--- config.mk ---
export PLATFORM = sky130hd
export DESIGN_NAME = basket_line_builder_flat
export DESIGN_NICKNAME = d
export VERILOG_FILES = /design/src/rtl/basket_line_builder_if.sv /design/src/rtl/basket_line_builder.sv /design/src/flat_wrapper.sv
export SDC_FILE = /design/constraint.sdc
export NUM_CORES = 1
export LEC_CHECK = 0
export ABC_AREA = 1
export ABC_CLOCK_PERIOD_IN_PS = 2100
export CAP_MARGIN = 20
export CORE_AREA = 2 2 405 407
export DETAILED_ROUTE_END_ITERATION = 8
export DIE_AREA = 0 0 407 409
export HOLD_SLACK_MARGIN = 0.05
export PLACE_DENSITY_LB_ADDON = 0.1
export SLEW_MARGIN = 0
export SYNTH_ARGS = -nofsm -noshare
export SYNTH_HDL_FRONTEND = slang
export SYNTH_SLANG_ARGS = --single-unit
--- constraint.sdc ---
create_clock -name CLK -period 2.1 [get_ports CLK]
set_input_delay 0.315 -clock CLK [delete_from_list [all_inputs] [get_ports CLK]]
set_output_delay 0.315 -clock CLK [all_outputs]
set_load 0.05 [all_outputs]
--- src/rtl/basket_line_builder_if.sv ---
// Handshake and display bus for basket_line_builder.
// The optional total output exists only when BASKET_TOTAL_EN is defined.
interface basket_line_builder_if;
   logic          add_valid;
   logic [16:0]   price;
   logic          add_ready;
   logic          clear;
   logic [1000:0] prices;
   logic [3:0]    count;
   logic          full;
   logic          sat;
`ifdef BASKET_TOTAL_EN
   logic [20:0]   total;
`endif

   modport master (
      output add_valid,
      output price,
      output clear,
      input  add_ready,
      input  prices,
      input  count,
      input  full,
      input  sat
`ifdef BASKET_TOTAL_EN
      ,
      input  total
`endif
   );

   modport slave (
      input  add_valid,
      input  price,
      input  clear,
      output add_ready,
      output prices,
      output count,
      output full,
      output sat
`ifdef BASKET_TOTAL_EN
      ,
      output total
`endif
   );
endinterface

--- src/rtl/basket_line_builder.sv ---
// Accepts item prices, converts each to BCD with a sequential shift-add-3 and renders it as an
// 11-char ASCII line. Define BASKET_TOTAL_EN to add a running total output.
module basket_line_builder (
   input  logic                 CLK,
   input  logic                 RST_N,
   basket_line_builder_if.slave bus
);

   typedef enum logic [1:0] {IDLE, CONV, WRITE} state_t;

   localparam logic [16:0] PRICE_MAX  = 17'd99999;
   localparam logic [6:0]  SPACE      = 7'h20;
   localparam logic [76:0] BLANK_LINE = {11{SPACE}};
   localparam int          NUM_LINES  = 13;

   state_t      state_reg;
   logic [16:0] bin_reg;
   logic [19:0] bcd_reg;
   logic [4:0]  shift_cnt_reg;
   logic [3:0]  count_reg;
   logic        full_reg;
   logic        ready_reg;
   logic        sat_reg;
   logic [76:0] line_reg [NUM_LINES];

   logic        handshake;
   logic        over_max;
   logic [16:0] clamped;
   logic [15:0] bcd_adj;
   logic [76:0] new_line;
   logic [3:0]  line_num;
   logic [3:0]  line_ones;
   logic [3:0]  d4, d3, d2, d1, d0;

   function automatic logic [6:0] asc(input logic [3:0] d);
      return {3'b011, d};
   endfunction

   assign handshake = bus.add_valid & ready_reg & ~bus.clear;
   assign over_max  = bus.price > PRICE_MAX;
   assign clamped   = over_max ? PRICE_MAX : bus.price;

   // The top digit never reaches 5 before a shift (result is at most 99999), so only
   // the lower four digits need the add-3 correction.
   generate
      for (genvar gi = 0; gi < 4; gi++) begin : g_adj
         assign bcd_adj[4*gi +: 4] = (bcd_reg[4*gi +: 4] >= 4'd5) ?
                                     bcd_reg[4*gi +: 4] + 4'd3 : bcd_reg[4*gi +: 4];
      end
   endgenerate

   assign d4 = bcd_reg[19:16];
   assign d3 = bcd_reg[15:12];
   assign d2 = bcd_reg[11:8];
   assign d1 = bcd_reg[7:4];
   assign d0 = bcd_reg[3:0];

   assign line_num  = count_reg + 4'd1;
   assign line_ones = (line_num >= 4'd10) ? line_num - 4'd10 : line_num;

   assign new_line = {
      (line_num >= 4'd10) ? 7'h31 : 7'h30,
      asc(line_ones),
      SPACE,
      SPACE,
      (d4 == 4'd0) ? SPACE : asc(d4),
      ((d4 == 4'd0) && (d3 == 4'd0)) ? SPACE : asc(d3),
      asc(d2),
      7'h2E,
      asc(d1),
      asc(d0),
      7'h54
   };

   always_ff @(posedge CLK or negedge RST_N) begin
      if (!RST_N) begin
         state_reg     <= IDLE;
         bin_reg       <= '0;
         bcd_reg       <= '0;
         shift_cnt_reg <= '0;
         count_reg     <= '0;
         full_reg      <= 1'b0;
         ready_reg     <= 1'b0;
         sat_reg       <= 1'b0;
      end else if (bus.clear) begin
         state_reg     <= IDLE;
         shift_cnt_reg <= '0;
         count_reg     <= '0;
         full_reg      <= 1'b0;
         ready_reg     <= 1'b1;
         sat_reg       <= 1'b0;
      end else begin
         sat_reg <= 1'b0;
         case (state_reg)
            IDLE: begin
               if (handshake) begin
                  bin_reg       <= clamped;
                  bcd_reg       <= '0;
                  shift_cnt_reg <= '0;
                  sat_reg       <= over_max;
                  ready_reg     <= 1'b0;
                  state_reg     <= CONV;
               end else begin
                  ready_reg <= ~full_reg;
               end
            end
            CONV: begin
               bcd_reg       <= {bcd_reg[18:16], bcd_adj, bin_reg[16]};
               bin_reg       <= {bin_reg[15:0], 1'b0};
               shift_cnt_reg <= shift_cnt_reg + 5'd1;
               if (shift_cnt_reg == 5'd16) begin
                  state_reg <= WRITE;
               end
            end
            WRITE: begin
               count_reg <= count_reg + 4'd1;
               full_reg  <= (count_reg == 4'd12);
               state_reg <= IDLE;
            end
            default: begin
               state_reg <= IDLE;
            end
         endcase
      end
   end

   // Each line only changes on its own WRITE edge or on clear, keeping the text stable for the scanner.
   generate
      for (genvar gi = 0; gi < NUM_LINES; gi++) begin : g_line
         always_ff @(posedge CLK or negedge RST_N) begin
            if (!RST_N) begin
               line_reg[gi] <= BLANK_LINE;
            end else if (bus.clear) begin
               line_reg[gi] <= BLANK_LINE;
            end else if ((state_reg == WRITE) && (count_reg == 4'(gi))) begin
               line_reg[gi] <= new_line;
            end
         end
         assign bus.prices[1000 - 77*gi -: 77] = line_reg[gi];
      end
   endgenerate

   assign bus.add_ready = ready_reg;
   assign bus.count     = count_reg;
   assign bus.full      = full_reg;
   assign bus.sat       = sat_reg;

`ifdef BASKET_TOTAL_EN
   logic [16:0] price_reg;
   logic [20:0] total_reg;

   always_ff @(posedge CLK or negedge RST_N) begin
      if (!RST_N) begin
         price_reg <= '0;
         total_reg <= '0;
      end else if (bus.clear) begin
         total_reg <= '0;
      end else if ((state_reg == IDLE) && handshake) begin
         price_reg <= clamped;
      end else if (state_reg == WRITE) begin
         total_reg <= total_reg + 21'(price_reg);
      end
   end

   assign bus.total = total_reg;
`endif

endmodule

--- src/flat_wrapper.sv ---
// flat-port wrapper written by rule: the top's interface ports become plain ports
module basket_line_builder_flat 
  (CLK, RST_N, bus_add_valid, bus_price, bus_clear, bus_add_ready, bus_prices, bus_count, bus_full, bus_sat);
  basket_line_builder_if bus_i ();
  input  logic CLK;
  input  logic RST_N;
  input wire logic [$bits(bus_i.add_valid)-1:0] bus_add_valid;
  input wire logic [$bits(bus_i.price)-1:0] bus_price;
  input wire logic [$bits(bus_i.clear)-1:0] bus_clear;
  output wire logic [$bits(bus_i.add_ready)-1:0] bus_add_ready;
  output wire logic [$bits(bus_i.prices)-1:0] bus_prices;
  output wire logic [$bits(bus_i.count)-1:0] bus_count;
  output wire logic [$bits(bus_i.full)-1:0] bus_full;
  output wire logic [$bits(bus_i.sat)-1:0] bus_sat;
  assign bus_i.add_valid = bus_add_valid;
  assign bus_i.price = bus_price;
  assign bus_i.clear = bus_clear;
  assign bus_add_ready = bus_i.add_ready;
  assign bus_prices = bus_i.prices;
  assign bus_count = bus_i.count;
  assign bus_full = bus_i.full;
  assign bus_sat = bus_i.sat;
  basket_line_builder u_core (.CLK(CLK), .RST_N(RST_N), .bus(bus_i));
endmodule
; After elaboration in Yosys (flattened, before gate mapping)
; Index checks and enable logic that the tools add are counted.
[totals]
input_bits = 21
output_inout_bits = 1008
ff_bits = 1052
elab_cells = 150
[classes]
n_reduce_logical = 38
n_eq_ne = 18
n_mux = 56
addsub = 7
order_cmp = 6
n_bitwise = 4
[ops]
columns = cell, n
row1 = $mux W77, 26
row2 = $pmux W20 S2, 1
row3 = $mux W17, 2
row4 = $pmux W17 S2, 1
row5 = $reduce_bool A2 Y1, 16
row6 = $mux W4, 7
row7 = $eq A4 B4 Y1 const B, 5
row8 = $mux W20, 1
row9 = $mux W5, 4
row10 = $gt A17 B17 Y1 const B, 1
row11 = $add A4 B2 Y4 const B, 4
row12 = $eq A4 B3 Y1 const B, 4
row13 = $ge A4 B3 Y1 const B, 4
row14 = $logic_and A1 B1 Y1, 14
row15 = $logic_not A4 Y1, 3
row16 = $pmux W5 S2, 1
row17 = $mux W1, 9
row18 = $eq A4 B2 Y1 const B, 2
row19 = $mux W2, 3
row20 = $ne A3 B2 Y1 const B, 2
row21 = $add A5 B1 Y5 const B, 1
row22 = $eq A5 B5 Y1 const B, 1
row23 = $add A4 B1 Y4 const B, 1
row24 = $eq A4 B1 Y1 const B, 1
row25 = 12 further kinds, 15

; Longest topological paths before layout
[logic_depth]
ltp_word = 5
ltp_mapped = 10
ltp_nobuf = 10

; Worst setup path before layout
; Ideal clock, no wire load.
[synth_path]
path_type = register to register
startpoint = reg u_core.count_reg[0], in the netlist u_core.bus.count[0]
endpoint = reg u_core.line_reg, in the netlist u_core.bus.prices[296]
path_slack_ns = 0.027
t_arrival_ns = 1.956
setup_ns = 0.118
path_stages_with_launch = 10
path_cell_list = dfrtp_1 ha_1 nand2_1 nand2_1 inv_1 ha_1 nand3_1 buf_2 nand3_1 nand2_1
[synth_between]
elab_chain_len = 5
elab_cells_between_ends = 9
cone_classes = 2 x add/sub / 1 x order compare / 1 x eq/ne / 3 x mux / 2 x reduce/logical
[synth_rtl]
columns = element, line
row1 = start: declaration, basket_line_builder.sv:20  ; logic [3:0] count_reg;
row2 = start signal: assignment, basket_line_builder.sv:116  ; count_reg <= count_reg + 4'd1;
row3 = $add A4 B1 Y4, basket_line_builder.sv:58  ; assign line_num = count_reg + 4'd1;
row4 = $sub A4 B4 Y4 / $ge A4 B4 Y1 (equally long branches), basket_line_builder.sv:59  ; assign line_ones = (line_num >= 4'd10) ? line_num - 4'd10 : line_num;
row5 = $mux W4, basket_line_builder.sv:59
row6 = $mux W77, basket_line_builder.sv:135  ; end else if ((state_reg == WRITE) && (count_reg == 4'(gi))) begin
row7 = $mux W77, basket_line_builder.sv:133  ; end else if (bus.clear) begin
row8 = end signal: indexed assignment, basket_line_builder.sv:136  ; line_reg[gi] <= new_line;
row9 = end: declaration, basket_line_builder.sv:24  ; logic [76:0] line_reg [NUM_LINES];
; Parallel ways exist; a longest one is shown, timed or not. The select of a mux whose other input is x is not followed.
; A chain may end at the register's enable or synchronous reset.

; Worst setup path after layout
[layout_path]
startpoint = reg u_core.line_reg, in the netlist u_core.bus.prices[467]
endpoint = out bus_prices[467]
[layout_rtl]
columns = element, line
row1 = end: declaration, flat_wrapper.sv:11  ; output wire logic [$bits(bus_i.prices)-1:0] bus_prices;
; No word-level cell between the ends.

==> results.py <==
metrics = {
    "run_status": {
        "status": "finished, final reports clean",
    },
    "route": {
        "wl_per_cell_um": 18.4,
        "drt_iter0_markers": 861,
        "drc": 0,
        "vias_per_cell": 3.08,
        "dr_total_vias": 15872,
        "totalWireLength_mm": 94.5,
        "drt_pass1_iterations": 5,
        "drtAntennaViolNets": 0,
    },
    "sta": {
        "fin_tns_setup_ns": 0,
        "finClkSkew_ns": 0.0223,
        "max-slew-margin-rel_pct": 39.3,
        "rsz0062_at_grt": "false",
        "fin_crit_ns": 2.03,
        "tightest_slew_ns": 0.910,
        "fmax_ghz": 0.493,
        "drv_slew": 0,
        "report.final.setup_viol": 0,
        "hold_viol": 0,
        "period_share_pct": 96.7,
    },
    "cts": {
        "clk_path_buf_depth": 3,
        "post-cts-setup-buffer-count": 0,
        "clk_pin_slew_worst_paths_ns": 0.06,
        "cts_tree": "done",
        "cts_buffers": 59,
        "cts-root-buf": "clkbuf_16",
        "clk_latency_ns": 0.66,
        "htreeDepth": 2,
        "clock_sinks": 428,
    },
    "global_routing": {
        "antenna_found_initial": 3,
        "grt_max_degree": 53,
        "grt_pass1_wl_mm": 128,
        "grt_util_all_layers_pct": 10.8,
        "first_global_vias": 15211,
        "grt_overflow": 0,
    },
    "floorplan": {
        "die_h_um": 409,
        "core-area_um2": 162000,
        "start_util_pct": 13.6,
        "rows": 148,
        "dieArea_um2": 166000,
        "ios": 1029,
        "die_width_um": 407,
    },
    "worst_setup_path": {
        "startpoint_type": "flop",
        "slowest_delay_ns": 0.55,
        "crit_required_ns": 1.78,
        "r2r-start": "u_core.bus.count[0]$_DFFE_PN0P_",
        "endpoint_kind": "primary output",
        "worstSetupPathType": "flop to primary output",
        "ff2ff_setup_slack_ns": 0.17,
        "timing.rr.end": "u_core.bus.prices[681]$_DFFE_PN0P_",
        "crit_fanout": 2,
        "path_cells": "dlygate4sd2_1",
        "r2r_cells": 11,
        "cp_top_family": "buffers and inverters",
        "worst_ep_arrival_time_ns": 1.72,
        "crit_slowest_cell": "dlygate4sd2_1",
        "cp_num_buf_inv": 1,
    },
    "yosys": {
        "async_reset_ff_share_pct": 100,
        "synth_top_area_cell": "dfrtp_1",
        "synth_top_cell_area_share_pct": 47.3,
        "ys_warn_count": 0,
        "synth_cell_types": 35,
        "syn_area_um2": 22000,
        "ys_seq_area_share_pct": 48.8,
        "synth_edf_count": 0,
        "synthTopCellsByArea": "dfrtp_1, buf_4, nand2_1",
        "syn_area_per_cell_um2": 9.00,
        "ys.flop_type": "dfrtp_1",
        "yosys_register_bits": 428,
        "netlist_instances": 2442,
    },
    "finish": {
        "design_area_um2": 29100,
        "final_util_pct": 17.9,
        "fillers": 18313,
        "syn_to_final_growth_pct": 32.3,
        "layout.nets": 2959,
        "drive_gt1_share_pct": 17.7,
        "largest_reg_flops": 377,
    },
    "place": {
        "placed_cell_area_um2": 27400,
        "place.gp.congestion": 0.690,
        "hpwl_mm": 71.0,
        "io_buffers": 534,
    },
    "power": {
        "intPower_mw": 18.3,
        "power.share.clock_pct": 30.3,
        "power_density_nw_per_um2": 1160,
        "p_seq_share_pct": 31.7,
        "p_leak_nw": 15.2,
        "switching_share_pct": 45.6,
        "power.switching_mw": 15.4,
        "combPwrFrac_pct": 38.0,
        "peakVddDrop_mv": 0.609,
    },
    "hold_path": {
        "hold_path.class": "input port to async pin",
    },
    "run": {
        "drv_cap": 0,
    },
}
-- cell usage after synthesis (15+ instances only) --
cell      instances
buf_2            36
nand2_1         627
nand3_1          56
ha_1             15
buf_6            31
inv_1           102
o21ai_1         134
a21oi_1          37
buf_4           641
o21ai_0         114
dfrtp_1         415
o21ai_2          21
nor2_1           92
clkbuf_1         19
-- layout by cell type (no fill, tap or decap), types with 5 or more instances in the layout --
cell type        synthesis  routed
nand2_1                627     627
conb_1                   2     494
dfrtp_1                415     412
dlygate4sd2_1            0     289
buf_4                  641     286
o21ai_1                134     134
o21ai_0                114     114
inv_1                  102     102
nor2_1                  92      86
clkbuf_16                0      59
nand3_1                 56      56
buf_12                   0      47
a21oi_1                 37      37
o21ai_2                 21      21
clkbuf_1                19      21
clkdlybuf4s50_1          0      18
clkbuf_8                 0      16
ha_1                    15      15
nand4_1                 14      14
o22ai_1                 13      13
inv_2                   13      13
clkdlybuf4s15_2          0      13
dfstp_2                 13      13
nor2_2                   1       7
nand2_4                  7       7
clkinv_2                 0       7
nor3_1                   6       6
nor2_4                   4       5
-- logic make-up (layout without fill, tap and decap cells) --
kind of cell / count (synthesis) / after routing / share of synthesized area, %
simple gates: 821 / 822 / 15.4
xor+xnor: 3 / 3 / 0.120
other cells: 2 / 495 / 0.0342
buf+inv: 851 / 888 / 26.9
fa+ha+maj: 15 / 15 / 0.854
compound gates: 322 / 322 / 7.81
flops: 428 / 428 / 48.8
-- area by class of cell --
class / instances / area, µm² / area share [%]
Antenna cell: 1 / 2.50 / 0.00861
Clock buffer: 96 / 1780 / 6.11
Clock inverter: 14 / 165 / 0.568
Inverter: 119 / 457 / 1.57
Multi-Input combinational cell: 1656 / 7200 / 24.8
Sequential cell: 428 / 10700 / 36.9
Tap cell: 2175 / 2720 / 9.36
Timing Repair Buffer: 659 / 6010 / 20.7
-- metrics by stage --
stage	power [mW]	instances	hold WS, ns	setup WS (ns)
finish	33.7	5148	0.184	0.0696
global route	35.6	5147	0.158	0.00168
CTS	34.6	5146	0.134	0.000379
detailed placement	24.7	5035	0.262	0.0907
global placement	24.7	5035	0.256	0.0889
floorplan	20.0	2934	0.0194	0.0267
-- power groups by stage --
stage | combinational [mW] | sequential (mW) | clock (mW)
after global routing | 13.7 | 10.9 | 11.0
after global placement | 13.8 | 10.9 | 0
after detailed placement | 13.8 | 10.9 | 0
after CTS | 13.1 | 10.7 | 10.7
after floorplan | 5.28 | 14.8 | 0
final | 12.8 | 10.7 | 10.2
-- worst max path at each step --
stage                                       start                            endpoint  cells after the start
3_5_place_dp      u_core.bus.count[0]$_DFFE_PN0P_   u_core.bus.prices[28]$_DFFE_PN0P_                      8
4_1_cts        u_core.bus.prices[991]$_DFFE_PN0P_                     bus_prices[935]                      1
6_report       u_core.bus.prices[467]$_DFFE_PN1P_                     bus_prices[467]                      1
2_1_floorplan     u_core.bus.count[0]$_DFFE_PN0P_  u_core.bus.prices[296]$_DFFE_PN0P_                      9
5_1_grt        u_core.bus.prices[683]$_DFFE_PN0P_                     bus_prices[627]                      1
3_3_place_gp      u_core.bus.count[0]$_DFFE_PN0P_   u_core.bus.prices[16]$_DFFE_PN0P_                      8
-- repair_timing --
| item | 4_1_cts | 5_1_grt |
|---|---|---|
| endpoints found under the hold margin | 275 | 0 |
| setup endpoints to repair | 316 | 16 |
| hold buffers | 1 | 0 |
| pin swaps | 0 | 1 |
| resized for setup | 335 | 2 |
| cloned | 0 | 1 |
-- routing by layer --
metal | part of all wire [%] | wire [µm] | track usage [%] | up-vias
li1 | - | - | - | 7542
met1 | 47 | 44000 | 15.0 | 7667
met2 | 45 | 42700 | 17.0 | 584
met3 | 6.8 | 6460 | 2.74 | 79
met4 | 1.4 | 1290 | 1.82 | 0
met5 | 0 | 0 | 0 | -
Note: power is estimated with default switching activity, not from simulation.
